$ cat src/rtl/s3g_pkg.sv
// Shared S3G framing constants and FSM state encoding, common to the RX deframer and TX framer.
package s3g_pkg;
  localparam logic [7:0] START_BYTE  = 8'hD5;
  localparam int         MAX_PAYLOAD = 16;
  localparam logic [7:0] CRC_POLY    = 8'h8C;

  typedef enum logic [1:0] {
    IDLE    = 2'd0,
    LEN     = 2'd1,
    PAYLOAD = 2'd2,
    CRC     = 2'd3
  } s3g_state_e;
endpackage

$ cat src/rtl/s3g_packet_rx_if.sv
// Byte-strobe input and deframed payload outputs of the S3G receiver.
interface s3g_packet_rx_if;
  logic [7:0] rx_data;
  logic       rx_done;
  logic       packet_done;
  logic       packet_error;
  logic [7:0] payload_len;
  logic       buffer_valid;
  logic [7:0] buf0, buf1, buf2, buf3, buf4, buf5, buf6, buf7;
  logic [7:0] buf8, buf9, buf10, buf11, buf12, buf13, buf14, buf15;

  modport master (
    output rx_data, rx_done,
    input  packet_done, packet_error, payload_len, buffer_valid,
    input  buf0, buf1, buf2, buf3, buf4, buf5, buf6, buf7,
    input  buf8, buf9, buf10, buf11, buf12, buf13, buf14, buf15
  );

  modport slave (
    input  rx_data, rx_done,
    output packet_done, packet_error, payload_len, buffer_valid,
    output buf0, buf1, buf2, buf3, buf4, buf5, buf6, buf7,
    output buf8, buf9, buf10, buf11, buf12, buf13, buf14, buf15
  );
endinterface

$ cat src/rtl/s3g_crc8.sv
// One-byte reflected CRC-8 (Maxim) update; purely combinational, zero latency.
// No backpressure: output follows inputs in the same cycle.
module s3g_crc8
  import s3g_pkg::*;
(
  input  logic [7:0] crc_in,
  input  logic [7:0] data,
  output logic [7:0] crc_out
);
  always_comb begin
    crc_out = crc_in ^ data;
    for (int i = 0; i < 8; i++) begin
      crc_out = crc_out[0] ? ((crc_out >> 1) ^ CRC_POLY) : (crc_out >> 1);
    end
  end
endmodule

$ cat src/rtl/s3g_packet_rx.sv
// S3G frame deframer: START, LEN, payload, CRC-8; done/error pulse one cycle after the final byte.
// No backpressure: every rx_done strobe is consumed; a stalled frame waits indefinitely.
module s3g_packet_rx
  import s3g_pkg::*;
(
  input  logic           clk,
  input  logic           rst,
  s3g_packet_rx_if.slave bus
);
  localparam logic [1:0] ST_IDLE    = IDLE;
  localparam logic [1:0] ST_LEN     = LEN;
  localparam logic [1:0] ST_PAYLOAD = PAYLOAD;
  localparam logic [1:0] ST_CRC     = CRC;

  logic [1:0] state;
  logic [3:0] idx;
  logic [7:0] crc;
  logic [7:0] crc_next;
  logic [7:0] len_q;
  logic       done_q;
  logic       error_q;
  logic       valid_q;
  logic [7:0] buf_q [MAX_PAYLOAD];

  s3g_crc8 u_crc8 (
    .crc_in  (crc),
    .data    (bus.rx_data),
    .crc_out (crc_next)
  );

  always_ff @(posedge clk or negedge rst) begin
    if (!rst) begin
      state   <= ST_IDLE;
      idx     <= '0;
      crc     <= '0;
      len_q   <= '0;
      done_q  <= 1'b0;
      error_q <= 1'b0;
      valid_q <= 1'b0;
      for (int i = 0; i < MAX_PAYLOAD; i++) buf_q[i] <= '0;
    end else begin
      done_q  <= 1'b0;
      error_q <= 1'b0;
      if (bus.rx_done) begin
        case (state)
          ST_IDLE: begin
            if (bus.rx_data == START_BYTE) begin
              state   <= ST_LEN;
              valid_q <= 1'b0;
            end
          end
          ST_LEN: begin
            len_q <= bus.rx_data;
            crc   <= '0;
            idx   <= '0;
            if (bus.rx_data > 8'(MAX_PAYLOAD)) begin
              error_q <= 1'b1;
              state   <= ST_IDLE;
            end else if (bus.rx_data == 8'd0) begin
              state <= ST_CRC;
            end else begin
              state <= ST_PAYLOAD;
            end
          end
          ST_PAYLOAD: begin
            // START_BYTE is plain data here; only the length counts bytes.
            buf_q[idx] <= bus.rx_data;
            crc        <= crc_next;
            idx        <= idx + 4'd1;
            if ({4'd0, idx} == len_q - 8'd1) state <= ST_CRC;
          end
          default: begin
            if (bus.rx_data == crc) begin
              done_q  <= 1'b1;
              valid_q <= 1'b1;
            end else begin
              error_q <= 1'b1;
            end
            state <= ST_IDLE;
          end
        endcase
      end
    end
  end

  assign bus.packet_done  = done_q;
  assign bus.packet_error = error_q;
  assign bus.payload_len  = len_q;
  assign bus.buffer_valid = valid_q;
  assign bus.buf0  = buf_q[0];
  assign bus.buf1  = buf_q[1];
  assign bus.buf2  = buf_q[2];
  assign bus.buf3  = buf_q[3];
  assign bus.buf4  = buf_q[4];
  assign bus.buf5  = buf_q[5];
  assign bus.buf6  = buf_q[6];
  assign bus.buf7  = buf_q[7];
  assign bus.buf8  = buf_q[8];
  assign bus.buf9  = buf_q[9];
  assign bus.buf10 = buf_q[10];
  assign bus.buf11 = buf_q[11];
  assign bus.buf12 = buf_q[12];
  assign bus.buf13 = buf_q[13];
  assign bus.buf14 = buf_q[14];
  assign bus.buf15 = buf_q[15];
endmodule

$ cat src/flat_wrapper.sv
// flat-port wrapper written by rule: the top's interface ports become plain ports
module s3g_packet_rx_flat import s3g_pkg::*;
  (clk, rst, bus_rx_data, bus_rx_done, bus_packet_done, bus_packet_error, bus_payload_len, bus_buffer_valid, bus_buf0, bus_buf1, bus_buf2, bus_buf3, bus_buf4, bus_buf5, bus_buf6, bus_buf7, bus_buf8, bus_buf9, bus_buf10, bus_buf11, bus_buf12, bus_buf13, bus_buf14, bus_buf15);
  s3g_packet_rx_if bus_i ();
  input  logic clk;
  input  logic rst;
  input wire logic [$bits(bus_i.rx_data)-1:0] bus_rx_data;
  input wire logic [$bits(bus_i.rx_done)-1:0] bus_rx_done;
  output wire logic [$bits(bus_i.packet_done)-1:0] bus_packet_done;
  output wire logic [$bits(bus_i.packet_error)-1:0] bus_packet_error;
  output wire logic [$bits(bus_i.payload_len)-1:0] bus_payload_len;
  output wire logic [$bits(bus_i.buffer_valid)-1:0] bus_buffer_valid;
  output wire logic [$bits(bus_i.buf0)-1:0] bus_buf0;
  output wire logic [$bits(bus_i.buf1)-1:0] bus_buf1;
  output wire logic [$bits(bus_i.buf2)-1:0] bus_buf2;
  output wire logic [$bits(bus_i.buf3)-1:0] bus_buf3;
  output wire logic [$bits(bus_i.buf4)-1:0] bus_buf4;
  output wire logic [$bits(bus_i.buf5)-1:0] bus_buf5;
  output wire logic [$bits(bus_i.buf6)-1:0] bus_buf6;
  output wire logic [$bits(bus_i.buf7)-1:0] bus_buf7;
  output wire logic [$bits(bus_i.buf8)-1:0] bus_buf8;
  output wire logic [$bits(bus_i.buf9)-1:0] bus_buf9;
  output wire logic [$bits(bus_i.buf10)-1:0] bus_buf10;
  output wire logic [$bits(bus_i.buf11)-1:0] bus_buf11;
  output wire logic [$bits(bus_i.buf12)-1:0] bus_buf12;
  output wire logic [$bits(bus_i.buf13)-1:0] bus_buf13;
  output wire logic [$bits(bus_i.buf14)-1:0] bus_buf14;
  output wire logic [$bits(bus_i.buf15)-1:0] bus_buf15;
  assign bus_i.rx_data = bus_rx_data;
  assign bus_i.rx_done = bus_rx_done;
  assign bus_packet_done = bus_i.packet_done;
  assign bus_packet_error = bus_i.packet_error;
  assign bus_payload_len = bus_i.payload_len;
  assign bus_buffer_valid = bus_i.buffer_valid;
  assign bus_buf0 = bus_i.buf0;
  assign bus_buf1 = bus_i.buf1;
  assign bus_buf2 = bus_i.buf2;
  assign bus_buf3 = bus_i.buf3;
  assign bus_buf4 = bus_i.buf4;
  assign bus_buf5 = bus_i.buf5;
  assign bus_buf6 = bus_i.buf6;
  assign bus_buf7 = bus_i.buf7;
  assign bus_buf8 = bus_i.buf8;
  assign bus_buf9 = bus_i.buf9;
  assign bus_buf10 = bus_i.buf10;
  assign bus_buf11 = bus_i.buf11;
  assign bus_buf12 = bus_i.buf12;
  assign bus_buf13 = bus_i.buf13;
  assign bus_buf14 = bus_i.buf14;
  assign bus_buf15 = bus_i.buf15;
  s3g_packet_rx u_core (.clk(clk), .rst(rst), .bus(bus_i));
endmodule
$ cat config.mk
export PLATFORM = sky130hd
export DESIGN_NAME = s3g_packet_rx_flat
export DESIGN_NICKNAME = d
export VERILOG_FILES = /design/src/rtl/s3g_pkg.sv /design/src/rtl/s3g_packet_rx_if.sv /design/src/rtl/s3g_crc8.sv /design/src/rtl/s3g_packet_rx.sv /design/src/flat_wrapper.sv
export SDC_FILE = /design/constraint.sdc
export NUM_CORES = 1
export LEC_CHECK = 0
export ABC_AREA = 1
export CORE_ASPECT_RATIO = 1.75
export CORE_MARGIN = 1.5
export CORE_UTILIZATION = 50
export DETAILED_ROUTE_END_ITERATION = 7
export GPL_ROUTABILITY_DRIVEN = 0
export PLACE_DENSITY = 0.81
export SYNTH_ARGS = -nofsm -noshare
export SYNTH_HDL_FRONTEND = slang
export SYNTH_SLANG_ARGS = --single-unit
$ cat constraint.sdc
create_clock -name clk -period 1.8 [get_ports clk]
set_input_delay 0.36 -clock clk [delete_from_list [all_inputs] [get_ports clk]]
set_output_delay 0.36 -clock clk [all_outputs]
set_load 0.03 [all_outputs]
[Word level (Yosys, flattened, before mapping)]
Index checks and enable logic that the tools add are counted.
Word-level totals
  output and inout bits: 139
  word-level logic and storage cells: 87
  bits of input ports: 11
  register bits: 153
Operators by class
  reductions and logical operators: 13
  muxes and demuxes: 28
  $lt $le $gt $ge: 3
  equal/unequal tests: 7
  bitwise operators: 11
  add/subtract/negate cells: 2
Operators with widths (count)
  $bwmux W128: 1
  $mux W8: 9
  $demux W8 S4: 1
  $not A2 Y3: 8
  $pmux W8 S2: 1
  $mux W1: 9
  $eq A4 B8 Y1: 1
  $eq A8 B8 Y1: 1
  $eq A8 B8 Y1 const B: 1
  $gt A8 B5 Y1 const B: 1
  $logic_not A8 Y1: 1
  $pmux W4 S2: 1
  $sub A8 B1 Y8 const B: 1
  $xor A8 B8 Y8: 1
  $mux W2: 3
  $pmux W2 S3: 1
  $reduce_and A2 Y1: 3
  $ge A5 B5 Y1 const B: 1
  $lt A5 B1 Y1 const B: 1
  $not A4 Y5: 1
  $add A4 B1 Y4 const B: 1
  $ne A2 B1 Y1 const B: 2
  $pmux W1 S2: 2
  $reduce_and A4 Y1: 1
  other kinds (9): 11

[Depth between registers and ports, before layout]
  depth after elaboration: 18
  mapped depth: 12
  mapped depth without buffers: 12

[Hierarchy]
From an unflattened synthesis, not the netlist that was laid out.
Unflattened totals
  cells, all modules: 747
  area, all modules: 6749.0 µm²
Modules (own cells, without submodules)
  s3g_packet_rx: cells an instance 645, area each 6219.7 µm², sequential area each 3828.7 µm², instances 1
  s3g_crc8: cells an instance 102, area each 529.3 µm², sequential area each 0.0 µm², instances 1

[Least setup slack after synthesis]
OpenSTA, ideal clock, no wires.
  path kind: register to register
  start: reg u_core.len_q[0], in the netlist u_core.bus.payload_len[0]
  end: reg u_core.state[0]
  cell stages (with the launch flop): 11
  setup time: 0.065 ns
  required time: 1.735 ns
  path buffers: 0
  clock period less this slack: 1.728 ns
  path slack: 0.072 ns
  arrival time: 1.664 ns
  path through: dfrtp_1 inv_1 ha_1 or2_2 nand3_1 nor2_1 nand4_1 nand2_1 nand2_1 nand2_1 nand2_1
Between the ends
  word-level cells in the longest chain between the ends: 4
Ends and longest elaborated chain
  from (decl): RTL line s3g_packet_rx.sv:19  | logic [7:0] len_q;
  from (signal assigned): RTL line s3g_packet_rx.sv:53  | len_q <= bus.rx_data;
  $sub A8 B1 Y8: RTL line s3g_packet_rx.sv:70  | if ({4'd0, idx} == len_q - 8'd1) state <= ST_CRC;
  $eq A4 B8 Y1: RTL line s3g_packet_rx.sv:70
  $ne A2 B1 Y1 (no line)
  $reduce_and A3 Y1 (no line)
  to (signal assigned): RTL line s3g_packet_rx.sv:62  | state <= ST_PAYLOAD;
  to (signal assigned): RTL line s3g_packet_rx.sv:70
  to (signal assigned): RTL line s3g_packet_rx.sv:79  | state <= ST_IDLE;
  to (decl): RTL line s3g_packet_rx.sv:15  | logic [1:0] state;
Every way passes these cells.
A chain may end at the register's enable or synchronous reset.

[Final worst setup path]
  start: reg u_core.len_q[2], in the netlist u_core.bus.payload_len[2]
  end: out bus_payload_len[2]
RTL lines
  to (decl): RTL line flat_wrapper.sv:11  | output wire logic [$bits(bus_i.payload_len)-1:0] bus_payload_len;
No word-level cell between the ends.

==> impl_metrics.toml <==
[outcome]
status = "completed"

[clocking]
clk_latency_ns = 0.42
cts_sinks = 153
htreeDepth = 4
numCtsBuffers = 17
clk_pin_slew_worst_paths_ns = 0.06
clock_path_buffers = 2
cts_root_buf = "clkbuf_16"
cts_tree = "done"

[layout]
nNetsFinal = 903
layout-drive-gt1-share_pct = 14.4
instances_no_fill = 1065
insertedDiodeCount = 0
final_cell_mix = "nand2_1 (226), dfrtp_1 (151), dlygate4sd2_1 (138)"
final_area_um2 = 8810
fillers = 1049
syn2layout_area_growth_pct = 35.1
utilization_pct = 68.5
layout_commonest_cell = "nand2_1"

[floorplanning]
ioPinCount = 150
die_h_um = 154
coreArea_um2 = 12900
start_util_pct = 50.7
row_count = 55
dieWidth_um = 89.4
dieArea_um2 = 13800

[synthesis]
synth_enable_flop_cells = 0
avgSynthCellArea_um2 = 9.30
synth_area_leaders = "dfrtp_1 (59%), nand2_1 (13%), o21ai_1 (8.5%)"
synthDistinctLibCells = 28
seq_area_frac_synth_pct = 58.7
synth_top_area_cell = "dfrtp_1"
ys.warnings.count = 0
synth-seq-cells = 153
synth.net_count = 723
async_reset_ff_share_pct = 100
synth_top_area_share_pct = 58.7
synthCells = 702
synthFlopType = "dfrtp_1"
synth_area_um2 = 6530

[sta]
fin_crit_ns = 1.68
timing.final.ws_setup_ns = 0.121
slew_viol_final = 0
slew_headroom_pct = 72.4
tightestPinTransition_ns = 0.414
finalHoldViolCount = 0
finalCritPeriodShare_pct = 93.3
rsz0062_at_grt = "no"
skew_ns = 0.00790
fmax_ghz = 0.596
setup_violations = 0

[critical_path]
criticalPathCategory = "register to output port"
worst-path-max-fanout = 7
path_cells = "dlygate4sd2_1"
cp_num_buf_inv = 1
path_delay_family = "flip-flops"
crit_slowest_cell = "dfrtp_1"
start_kind = "register"
cp.required_ns = 1.44
arrival_ns = 1.32
cp_slowest_stage_delay_ns = 0.46
cp-end-kind = "output port"

[grt]
grtUsageTotal_pct = 27.6
grt_pass1_wl_mm = 28.6
grt_pass1_vias = 5586
overflow = 0
antenna_found_initial = 0
grt_max_degree = 55

[routing]
ant_nets = 0
wl_per_cell_um = 16.9
via_per_inst = 5.32
route.detailed.drc = 0
drtIter0Drc = 375
vias = 5665
wl_mm = 18.0
drt_first_pass_iters = 5

[power]
p_per_area_nw_per_um2 = 1210
ir_drop_v = 0.000863
leakage_nw = 4.80

[placed_design]
dp_slack_ns = -0.127
port_buffers = 149
place_hpwl_mm = 12.7
dp.cells = 1032
place_area_um2 = 8360

[min_path]
hold_path_class = "input pin to async pin"

[run]
cap_violations = 0
## logic make-up after synthesis
group / count (synthesis) / synth area share, %
buffers and inverters: 68 / 5.14
AND/OR/NAND/NOR: 310 / 20.7
XOR/XNOR: 5 / 0.671
adder cells (fa/ha/maj): 10 / 1.92
AO/OA/AOI/OAI: 156 / 12.9
flip-flops: 153 / 58.7
## path summary, 6_finish.rpt
path / start / endpoint / slack [ns] / cells after the start
worst max-delay path: u_core.bus.payload_len[2]$_DFFE_PN0P_ / bus_payload_len[2] / 0.12 / 1
worst min-delay path: rst / u_core.bus.buf7[5]$_DFFE_PN0P_ / 0.40 / 2
worst max register to register: u_core.state[0]$_DFFE_PN0P_ / u_core.bus.buf11[5]$_DFFE_PN0P_ / 0.13 / 7
worst min register to register: u_core.bus.buf3[2]$_DFFE_PN0P_ / u_core.bus.buf3[2]$_DFFE_PN0P_ / 0.48 / 2
max in group asynchronous: rst / u_core.state[1]$_DFFE_PN0P_ / 0.79 / 3
min in group clk: u_core.bus.buf3[2]$_DFFE_PN0P_ / u_core.bus.buf3[2]$_DFFE_PN0P_ / 0.48 / 2
## per-layer routing
metal,GRT usage [%],routed length [um],vias to the layer above
li1,-,-,2651
met1,31.4,6700,2772
met3,4.35,747,48
met2,49.2,9820,194
met5,0,0,-
met4,12.6,718,0
## cell usage after synthesis (2+ instances only)
library cell  instances
a21oi_1               3
buf_2                10
buf_6                 9
clkbuf_1              8
dfrtp_1             153
ha_1                 10
inv_1                32
inv_2                 8
nand2_1             226
nand2_2              20
nand2_4               4
nand3_1              27
nand4_1               4
nor2_1               17
nor2_4                6
nor3_1                2
o21ai_0              22
o21ai_1             111
o21ai_2              14
o22ai_1               4
or2_2                 2
xnor2_1               4
## stage by stage
step	setup TNS [ns]	total power, mW	hold WS [ns]
finish	0	10.6	0.404
floorplan	0	6.00	0.0644
CTS	0	10.7	0.389
global placement	-0.336	7.21	0.270
global route	0	11.2	0.417
detailed placement	-0.857	7.30	0.269
## report_power, final
group / switching (mW) / internal (mW)
Combinational: 1.94 / 0.991
Clock: 1.48 / 2.07
Sequential: 0.325 / 3.82
Total: 3.75 / 6.88
## timing repair
action                                  4_1_cts  5_1_grt
endpoints found under the setup margin      138       43
endpoints found under the hold margin        30        0
hold buffers                                  1        0
cloned                                        0        0
resized for setup                           138        7
buffers inserted                              0        1
pin swaps                                     0        1
## layout make-up
type | count | area, um2 | share of cell area (%)
sequential | 153 | 3830 | 43.5
tap | 171 | 214 | 2.43
multi-input combinational | 481 | 2380 | 27.0
clock inverter | 14 | 164 | 1.86
inverter | 40 | 150 | 1.70
timing repair buffer | 189 | 1650 | 18.7
clock buffer | 17 | 425 | 4.83
Note: power is estimated with default switching activity, not from simulation.
